### config.mk
export PLATFORM = sky130hd
export DESIGN_NAME = mem_arbiter_nch_flat
export DESIGN_NICKNAME = d
export VERILOG_FILES = /design/src/rtl/mem_arbiter_nch_pkg.sv /design/src/rtl/mem_arbiter_nch_if.sv /design/src/rtl/mem_arbiter_nch_tag_pipe.sv /design/src/rtl/mem_arbiter_nch.sv /design/src/flat_wrapper.sv
export SDC_FILE = /design/constraint.sdc
export NUM_CORES = 1
export LEC_CHECK = 0
export ABC_AREA = 1
export CAP_MARGIN = 20
export CORE_UTILIZATION = 28
export DETAILED_ROUTE_END_ITERATION = 6
export GPL_ROUTABILITY_DRIVEN = 0
export GPL_TIMING_DRIVEN = 0
export PLACE_DENSITY = 0.87
export SLEW_MARGIN = 20
export SYNTH_ARGS = -nofsm -noshare
export SYNTH_HDL_FRONTEND = slang
export SYNTH_SLANG_ARGS = --single-unit
### constraint.sdc
create_clock -name clk -period 2 [get_ports clk]
set_input_delay 0.3 -clock clk [delete_from_list [all_inputs] [get_ports clk]]
set_output_delay 0.3 -clock clk [all_outputs]
set_load 0.1 [all_outputs]
### src/rtl/mem_arbiter_nch_pkg.sv
// Shared types for the multi-channel memory arbiter: FSM state encoding,
// arbitration policy codes and the read-tag record carried by the tag pipe.
package mem_arb_pkg;

    typedef enum logic {
        IDLE = 1'b0,
        OWN  = 1'b1
    } arb_state_e;

    localparam int POL_FIXED = 0;
    localparam int POL_RR    = 1;

    // Tag ids are sized for the largest supported channel count (8) so the
    // struct can live in a non-parameterised package.
    localparam int MAX_CH   = 8;
    localparam int TAG_ID_W = $clog2(MAX_CH);

    typedef struct packed {
        logic                valid;
        logic [TAG_ID_W-1:0] id;
    } arb_tag_t;

endpackage

### src/rtl/mem_arbiter_nch_if.sv
// Bus bundle between the cache miss engines / store port and the memory.
//
// Handshake: ch_req[i] is a level request held for the whole line fill; a read
// is issued on every cycle where ch_grant[i] and ch_req[i] are both high, and
// its data returns MEM_LAT cycles later on ch_rd_valid[i] with rd_data.
// wr_req is held with stable wr_addr/wr_data until wr_ack pulses for one cycle,
// which is the cycle the store is presented to memory.
interface mem_arbiter_nch_if #(
    parameter int NUM_CH = 2,
    parameter int ADDR_W = 16,
    parameter int DATA_W = 16
);
    logic [NUM_CH-1:0]        ch_req;
    logic [NUM_CH*ADDR_W-1:0] ch_addr;
    logic [NUM_CH-1:0]        ch_grant;
    logic [NUM_CH-1:0]        ch_rd_valid;
    logic [DATA_W-1:0]        rd_data;
    logic                     wr_req;
    logic [ADDR_W-1:0]        wr_addr;
    logic [DATA_W-1:0]        wr_data;
    logic                     wr_ack;
    logic                     mem_en;
    logic                     mem_wr;
    logic [ADDR_W-1:0]        mem_addr;
    logic [DATA_W-1:0]        mem_wdata;
    logic [DATA_W-1:0]        mem_rdata;
    logic                     mem_data_valid;
    logic                     tag_err;

    // Arbiter side.
    modport slave (
        input  ch_req, ch_addr, wr_req, wr_addr, wr_data, mem_rdata, mem_data_valid,
        output ch_grant, ch_rd_valid, rd_data, wr_ack, mem_en, mem_wr, mem_addr,
        output mem_wdata, tag_err
    );

    // Requester / memory side.
    modport master (
        output ch_req, ch_addr, wr_req, wr_addr, wr_data, mem_rdata, mem_data_valid,
        input  ch_grant, ch_rd_valid, rd_data, wr_ack, mem_en, mem_wr, mem_addr,
        input  mem_wdata, tag_err
    );
endinterface

### src/rtl/mem_arbiter_nch_tag_pipe.sv
// MEM_LAT-deep shift register of read tags. One entry is pushed every cycle
// (invalid on non-read cycles) so the tail always lines up with the memory
// read latency; the tail is the last register stage.
module arb_tag_pipe
    import mem_arb_pkg::*;
#(
    parameter int MEM_LAT = 4
) (
    input  logic     clk,
    input  logic     rst,
    input  arb_tag_t push_i,
    output arb_tag_t tail_o
);

    arb_tag_t pipe_q [MEM_LAT];

    // Shift tags one stage per cycle; reset drops every in-flight tag.
    always_ff @(posedge clk) begin
        if (rst) begin
            for (int i = 0; i < MEM_LAT; i++) begin
                pipe_q[i] <= '0;
            end
        end else begin
            pipe_q[0] <= push_i;
            for (int i = 1; i < MEM_LAT; i++) begin
                pipe_q[i] <= pipe_q[i-1];
            end
        end
    end

    assign tail_o = pipe_q[MEM_LAT-1];

endmodule

### src/rtl/mem_arbiter_nch.sv
// Shares one multicycle memory between NUM_CH read miss engines and a
// single-cycle store port. Stores win in IDLE; otherwise one channel owns the
// memory for its whole fill. Returning data is routed by a tag pipe so it
// reaches its issuer even after that channel lost the grant.
// Optional build macro: ARB_PERF_CNT_EN adds per-channel grant/wait counters.
module mem_arbiter_nch
    import mem_arb_pkg::*;
#(
    parameter int NUM_CH   = 2,
    parameter int ADDR_W   = 16,
    parameter int DATA_W   = 16,
    parameter int MEM_LAT  = 4,
    parameter int POLICY   = 0,
    parameter int MAX_HOLD = 0
) (
    input  logic       clk,
    input  logic       rst,
    mem_arbiter_nch_if.slave bus,
    output arb_state_e dbg_state_o
`ifdef ARB_PERF_CNT_EN
    ,
    output logic [NUM_CH*32-1:0] perf_grant_cycles,
    output logic [NUM_CH*32-1:0] perf_wait_cycles
`endif
);

    localparam int HOLD_W = (MAX_HOLD > 0) ? $clog2(MAX_HOLD + 1) : 1;

    arb_state_e          state_q, state_d;
    logic [TAG_ID_W-1:0] owner_q, owner_d;
    logic [TAG_ID_W-1:0] rr_ptr_q, rr_ptr_d;
    logic [HOLD_W-1:0]   hold_q, hold_d;
    logic                tag_err_q;

    logic [NUM_CH-1:0]   own_onehot;
    logic                own_req;
    logic [ADDR_W-1:0]   own_addr;
    logic [TAG_ID_W-1:0] win;

    logic [NUM_CH-1:0]   grant;
    logic                mem_en, mem_wr, wr_ack;
    logic [ADDR_W-1:0]   mem_addr;
    logic [DATA_W-1:0]   mem_wdata;
    arb_tag_t            push, tail;

    // Fixed: highest requesting index. Round-robin: first requester at or
    // after ptr, wrapping.
    function automatic logic [TAG_ID_W-1:0] pick_winner(
        input logic [NUM_CH-1:0]   req,
        input logic [TAG_ID_W-1:0] ptr
    );
        logic [TAG_ID_W-1:0] w;
        logic                found;
        int                  idx;
        w     = '0;
        found = 1'b0;
        if (POLICY == POL_RR) begin
            for (int j = 0; j < NUM_CH; j++) begin
                idx = (int'(ptr) + j) % NUM_CH;
                if (!found && req[idx]) begin
                    w     = TAG_ID_W'(idx);
                    found = 1'b1;
                end
            end
        end else begin
            for (int i = 0; i < NUM_CH; i++) begin
                if (req[i]) begin
                    w = TAG_ID_W'(i);
                end
            end
        end
        return w;
    endfunction

    // Decode the registered owner into its one-hot, request and address.
    always_comb begin
        own_onehot = '0;
        own_req    = 1'b0;
        own_addr   = '0;
        for (int i = 0; i < NUM_CH; i++) begin
            if (owner_q == TAG_ID_W'(i)) begin
                own_onehot[i] = 1'b1;
                own_req       = bus.ch_req[i];
                own_addr      = bus.ch_addr[i*ADDR_W +: ADDR_W];
            end
        end
    end

    assign win = pick_winner(bus.ch_req, rr_ptr_q);

    // Next-state and memory-side outputs; reset forces the memory port quiet.
    always_comb begin
        state_d   = state_q;
        owner_d   = owner_q;
        rr_ptr_d  = rr_ptr_q;
        hold_d    = hold_q;
        grant     = '0;
        mem_en    = 1'b0;
        mem_wr    = 1'b0;
        mem_addr  = '0;
        mem_wdata = '0;
        wr_ack    = 1'b0;
        push      = '0;
        case (state_q)
            IDLE: begin
                if (bus.wr_req) begin
                    mem_en    = 1'b1;
                    mem_wr    = 1'b1;
                    mem_addr  = bus.wr_addr;
                    mem_wdata = bus.wr_data;
                    wr_ack    = 1'b1;
                end else if (|bus.ch_req) begin
                    state_d  = OWN;
                    owner_d  = win;
                    hold_d   = '0;
                    rr_ptr_d = (win == TAG_ID_W'(NUM_CH - 1)) ? '0 : win + TAG_ID_W'(1);
                end
            end
            OWN: begin
                grant = own_onehot;
                if (own_req) begin
                    mem_en     = 1'b1;
                    mem_addr   = own_addr;
                    push.valid = 1'b1;
                    push.id    = owner_q;
                    hold_d     = hold_q + HOLD_W'(1);
                    if (MAX_HOLD > 0 && int'(hold_q) == MAX_HOLD - 1) begin
                        state_d = IDLE;
                    end
                end else begin
                    state_d = IDLE;
                end
            end
            default: state_d = IDLE;
        endcase
        if (rst) begin
            mem_en    = 1'b0;
            mem_wr    = 1'b0;
            mem_addr  = '0;
            mem_wdata = '0;
            wr_ack    = 1'b0;
            push      = '0;
        end
    end

    // FSM, owner, round-robin pointer and tenure length registers.
    always_ff @(posedge clk) begin
        if (rst) begin
            state_q  <= IDLE;
            owner_q  <= '0;
            rr_ptr_q <= '0;
            hold_q   <= '0;
        end else begin
            state_q  <= state_d;
            owner_q  <= owner_d;
            rr_ptr_q <= rr_ptr_d;
            hold_q   <= hold_d;
        end
    end

    arb_tag_pipe #(.MEM_LAT(MEM_LAT)) u_tag_pipe (
        .clk    (clk),
        .rst    (rst),
        .push_i (push),
        .tail_o (tail)
    );

    // Sticky flag for returning data that no tracked read accounts for.
    always_ff @(posedge clk) begin
        if (rst) begin
            tag_err_q <= 1'b0;
        end else if (bus.mem_data_valid && !tail.valid) begin
            tag_err_q <= 1'b1;
        end
    end

    // Route returning data to the channel recorded in the tail tag.
    always_comb begin
        for (int i = 0; i < NUM_CH; i++) begin
            bus.ch_rd_valid[i] = bus.mem_data_valid & tail.valid & (tail.id == TAG_ID_W'(i));
        end
    end

    assign bus.rd_data   = bus.mem_rdata;
    assign bus.ch_grant  = grant;
    assign bus.wr_ack    = wr_ack;
    assign bus.mem_en    = mem_en;
    assign bus.mem_wr    = mem_wr;
    assign bus.mem_addr  = mem_addr;
    assign bus.mem_wdata = mem_wdata;
    assign bus.tag_err   = tag_err_q;
    assign dbg_state_o   = state_q;

`ifdef ARB_PERF_CNT_EN
    logic [31:0] perf_grant_q [NUM_CH];
    logic [31:0] perf_wait_q  [NUM_CH];

    // Saturating per-channel counters of owned cycles and starved cycles.
    always_ff @(posedge clk) begin
        if (rst) begin
            for (int i = 0; i < NUM_CH; i++) begin
                perf_grant_q[i] <= '0;
                perf_wait_q[i]  <= '0;
            end
        end else begin
            for (int i = 0; i < NUM_CH; i++) begin
                if (grant[i] && perf_grant_q[i] != '1) begin
                    perf_grant_q[i] <= perf_grant_q[i] + 32'd1;
                end
                if (bus.ch_req[i] && !grant[i] && perf_wait_q[i] != '1) begin
                    perf_wait_q[i] <= perf_wait_q[i] + 32'd1;
                end
            end
        end
    end

    // Flatten counters onto the output buses.
    always_comb begin
        for (int i = 0; i < NUM_CH; i++) begin
            perf_grant_cycles[i*32 +: 32] = perf_grant_q[i];
            perf_wait_cycles[i*32 +: 32]  = perf_wait_q[i];
        end
    end
`endif

endmodule
### src/flat_wrapper.sv
// flat-port wrapper written by rule: the top's interface ports become plain ports
module mem_arbiter_nch_flat import mem_arb_pkg::*;
#(
    parameter int NUM_CH   = 2,
    parameter int ADDR_W   = 16,
    parameter int DATA_W   = 16,
    parameter int MEM_LAT  = 4,
    parameter int POLICY   = 0,
    parameter int MAX_HOLD = 0
)
  (clk, rst, dbg_state_o, bus_ch_req, bus_ch_addr, bus_wr_req, bus_wr_addr, bus_wr_data, bus_mem_rdata, bus_mem_data_valid, bus_ch_grant, bus_ch_rd_valid, bus_rd_data, bus_wr_ack, bus_mem_en, bus_mem_wr, bus_mem_addr, bus_mem_wdata, bus_tag_err);
  mem_arbiter_nch_if #(.NUM_CH(NUM_CH), .ADDR_W(ADDR_W), .DATA_W(DATA_W)) bus_i ();
  input  logic clk;
  input  logic rst;
  output arb_state_e dbg_state_o;
  input wire logic [$bits(bus_i.ch_req)-1:0] bus_ch_req;
  input wire logic [$bits(bus_i.ch_addr)-1:0] bus_ch_addr;
  input wire logic [$bits(bus_i.wr_req)-1:0] bus_wr_req;
  input wire logic [$bits(bus_i.wr_addr)-1:0] bus_wr_addr;
  input wire logic [$bits(bus_i.wr_data)-1:0] bus_wr_data;
  input wire logic [$bits(bus_i.mem_rdata)-1:0] bus_mem_rdata;
  input wire logic [$bits(bus_i.mem_data_valid)-1:0] bus_mem_data_valid;
  output wire logic [$bits(bus_i.ch_grant)-1:0] bus_ch_grant;
  output wire logic [$bits(bus_i.ch_rd_valid)-1:0] bus_ch_rd_valid;
  output wire logic [$bits(bus_i.rd_data)-1:0] bus_rd_data;
  output wire logic [$bits(bus_i.wr_ack)-1:0] bus_wr_ack;
  output wire logic [$bits(bus_i.mem_en)-1:0] bus_mem_en;
  output wire logic [$bits(bus_i.mem_wr)-1:0] bus_mem_wr;
  output wire logic [$bits(bus_i.mem_addr)-1:0] bus_mem_addr;
  output wire logic [$bits(bus_i.mem_wdata)-1:0] bus_mem_wdata;
  output wire logic [$bits(bus_i.tag_err)-1:0] bus_tag_err;
  assign bus_i.ch_req = bus_ch_req;
  assign bus_i.ch_addr = bus_ch_addr;
  assign bus_i.wr_req = bus_wr_req;
  assign bus_i.wr_addr = bus_wr_addr;
  assign bus_i.wr_data = bus_wr_data;
  assign bus_i.mem_rdata = bus_mem_rdata;
  assign bus_i.mem_data_valid = bus_mem_data_valid;
  assign bus_ch_grant = bus_i.ch_grant;
  assign bus_ch_rd_valid = bus_i.ch_rd_valid;
  assign bus_rd_data = bus_i.rd_data;
  assign bus_wr_ack = bus_i.wr_ack;
  assign bus_mem_en = bus_i.mem_en;
  assign bus_mem_wr = bus_i.mem_wr;
  assign bus_mem_addr = bus_i.mem_addr;
  assign bus_mem_wdata = bus_i.mem_wdata;
  assign bus_tag_err = bus_i.tag_err;
  mem_arbiter_nch #(.NUM_CH(NUM_CH), .ADDR_W(ADDR_W), .DATA_W(DATA_W), .MEM_LAT(MEM_LAT), .POLICY(POLICY), .MAX_HOLD(MAX_HOLD)) u_core (.clk(clk), .rst(rst), .bus(bus_i), .dbg_state_o(dbg_state_o));
endmodule
==> key figures <==
Floorplan
  • Die height: 65.5 um
  • CORE AREA: 0.00377 mm^2
  • Die Span X: 65.5 um
  • Die area: 0.00428 mm^2
  • Initial Util: 0.299
  • Cell row count: 22
  • Ports: 143

Logic synthesis
  • Top post-synthesis cells by area: nand2_1, dfxtp_1, buf_4
  • Gate Count Post-Synth: 210
  • Yosys warns: 0
  • Post-synth top area cell: nand2_1
  • Synth cell types: 15
  • Post-Synthesis Cell Area: 0.00113 mm^2
  • Average size of a mapped cell: 5.37 um^2
  • Area share of the largest cell type after synthesis: 0.296
  • Seq/Total Area, Yosys: 0.195
  • Flops & latches, synth: 11
  • Synth Net Count: 296

GRT
  • Global Route Usage Sum: 0.185
  • Initial antenna violation count: 0
  • Largest net degree at the start of global routing: 12
  • Total gr overflow: 0
  • First-pass GRT wire length: 6190 um
  • Vias in the first global route: 1,492

Pwr
  • Comb power frac: 0.673
  • LEAKAGE: 1.34 nW
  • Pwr dens: 521 mW/mm^2
  • Sequential share of power: 0.172
  • Max VDD drop: 0.000301 V
  • Sw Ratio: 0.508
  • P_int: 0.667 mW
  • Sw power: 0.688 mW
  • Clock share of power: 0.155

Clocking
  • Clock transition at the registers of the reported paths: 0.05 ns
  • Clock latency on the worst-skew pair: 0.23 ns
  • Sinks on Clock Net: 11
  • CTS buffer count: 3
  • CTS tree: yes
  • Max clock buf depth: 2
  • Root Driver: clkbuf_8
  • H-Tree Level Count: 1
  • Count of hold-fix buffers inserted at cts: 0

Finish
  • Share of cells above drive strength 1: 0.305
  • Finished Cell Area: 0.00260 mm^2
  • Nets@finish: 428
  • Most common cell after layout, fill and taps aside: clkdlybuf4s50_1
  • Synth-to-layout area growth: 131%
  • Commonest non-fill, non-tap cells in the layout: clkdlybuf4s50_1, nand2_1, buf_4, inv_1, nand3_1
  • # diodes: 0

Worst setup path
  • WP data arrival: 1.65 ns
  • Critical Path Source Type: input port
  • Crit Path Max Fanout: 4
  • Worst path required time: 1.70 ns
  • Crit-path max cell delay: 0.48 ns
  • Cells on worst reg2reg path: 5
  • Crit end category: output pin
  • Critical path's slowest cell: clkdlybuf4s50_1
  • Crit Path Class: in2out
  • Critical R2R Launch: u_core.dbg_state_o$_SDFF_PP0_
  • R2R Setup Slk: 0.97 ns
  • Crit-path most repeated cell: buf_4
  • CP Cell Sequence: clkdlybuf4s50_1, inv_1, o21ai_4, buf_4, nand3_1, nand2_1, buf_4
  • Worst r2r dst: u_core.u_tag_pipe.pipe_q[0][0]$_SDFF_PP0_

Worst hold path
  • HP Class: in2reg
  • Worst hold stages: 2
  • Hold worst-path end: u_core.u_tag_pipe.pipe_q[2][0]$_SDFF_PP0_
  • Hold_sp: rst

Drt
  • Initial DRT Pass Iterations: 4
  • Wire length after detailed routing: 4190 um
  • DR iter-0 viols: 33
  • DRC Markers: 0
  • DR vias: 1,647
  • DR vias/cell: 4.23
  • WL per Instance: 10.8 um
  • Post-DRT Antenna Nets: 0

STA
  • Tcrit/Tclk final: 0.973
  • Rel. slew slack: 0.341
  • Setup ws final: 0.0543 ns
  • Final setup skew: 0.00246 ns
  • Worst Max-Slew Pin Slew: 0.985 ns
  • Crit path time final: 1.95 ns
  • Final setup viols: 0
  • Slew Limit Fails: 0
  • Final hold violation count: 0
  • FMAX: 514 MHz

Placement
  • Pre-CTS setup slack: -0.985 ns
  • Hpwl dp: 3530 um
  • I/O Buffers: 125
  • Cell Area, Placed: 0.00253 mm^2

Run status
  • Status: completed

Flow run
  • Max-cap violations: 0
==> synth_stat cells, drive strengths merged <==
library cell,count
nand2,89
buf,25
dfxtp,11
a21oi,1
nor2,29
inv,34
nand3,19
o21ai,2
==> how the worst max path moves through the flow <==
stage	from	endpoint	slack [ns]	cells after the start
5_1_grt	bus_wr_req	bus_mem_addr[13]	-0.008	7
3_3_place_gp	bus_ch_req[0]	bus_mem_addr[7]	-0.94	7
6_report	bus_ch_req[0]	bus_mem_addr[5]	0.05	7
3_5_place_dp	bus_ch_req[0]	bus_mem_addr[7]	-0.98	7
4_1_cts	u_core.owner_q[0]$_SDFFE_PP0P_	bus_ch_grant[1]	0.0008	5
2_1_floorplan	u_core.dbg_state_o$_SDFF_PP0_	bus_mem_wdata[10]	-0.12	4
==> power groups by stage <==
stage	Combinational, mW	Sequential [mW]	Clock (mW)
6_report	0.912	0.233	0.210
5_1_grt	0.952	0.233	0.226
4_1_cts	0.899	0.233	0.218
3_5_place_dp	0.896	0.236	0
3_3_place_gp	0.887	0.236	0
2_1_floorplan	0.600	0.258	0
==> per-layer routing <==
layer / vias to the layer above / part of all wire / GRT usage
li1: 858 / - / -
met2: 73 / 0.56 / 0.361
met4: 0 / 0.010 / 0.0571
met3: 6 / 0.082 / 0.0556
met5: - / 0 / 0
met1: 710 / 0.35 / 0.182
==> flip-flops by register name, summed over array words and instances (netlist names) <==
name / flops
u_core.owner_q: 1
u_core.u_tag_pipe.pipe_q: 8
u_core.bus.tag_err: 1
u_core.dbg_state_o: 1
==> logic make-up (layout without fill, tap and decap cells) <==
logic type	count (synthesis)	after routing	share of synthesized area
buf+inv	59	190	0.293
simple gates	137	137	0.495
flops	11	11	0.195
compound gates	3	3	0.0166
==> layout make-up <==
class	instances	area [um^2]
timing repair buffer	127	1270
fill	335	1170
multi-input combinational	140	672
sequential	11	224
buffer	25	200
inverter	34	135
tap	48	60.1
clock buffer	4	45.0
==> what timing repair did <==
item,CTS,global route
pin swaps,0,2
gates resized for setup,222,29
setup buffers,0,2
endpoints found under the setup margin,40,28
==> through the flow <==
stage	utilization	total power, mW	TNS [ns]	hold WS, ns	instances
after floorplan	-	0.858	-0.601	0.388	210
after global placement	0.671	1.12	-29.06	0.390	383
after detailed placement	0.671	1.13	-29.85	0.395	383
after CTS	0.683	1.35	0	0.293	387
after global routing	0.690	1.41	-0.0289	0.302	389
final	0.690	1.36	0	0.295	389
==> worst max-delay path: cells and delay by family <==
kind | cells | cell delay (ns)
AO/OA/AOI/OAI | 1 | 0.20
buffers and inverters | 4 | 1.01
AND/OR/NAND/NOR | 2 | 0.14
Note: power is estimated with default switching activity, not from simulation.
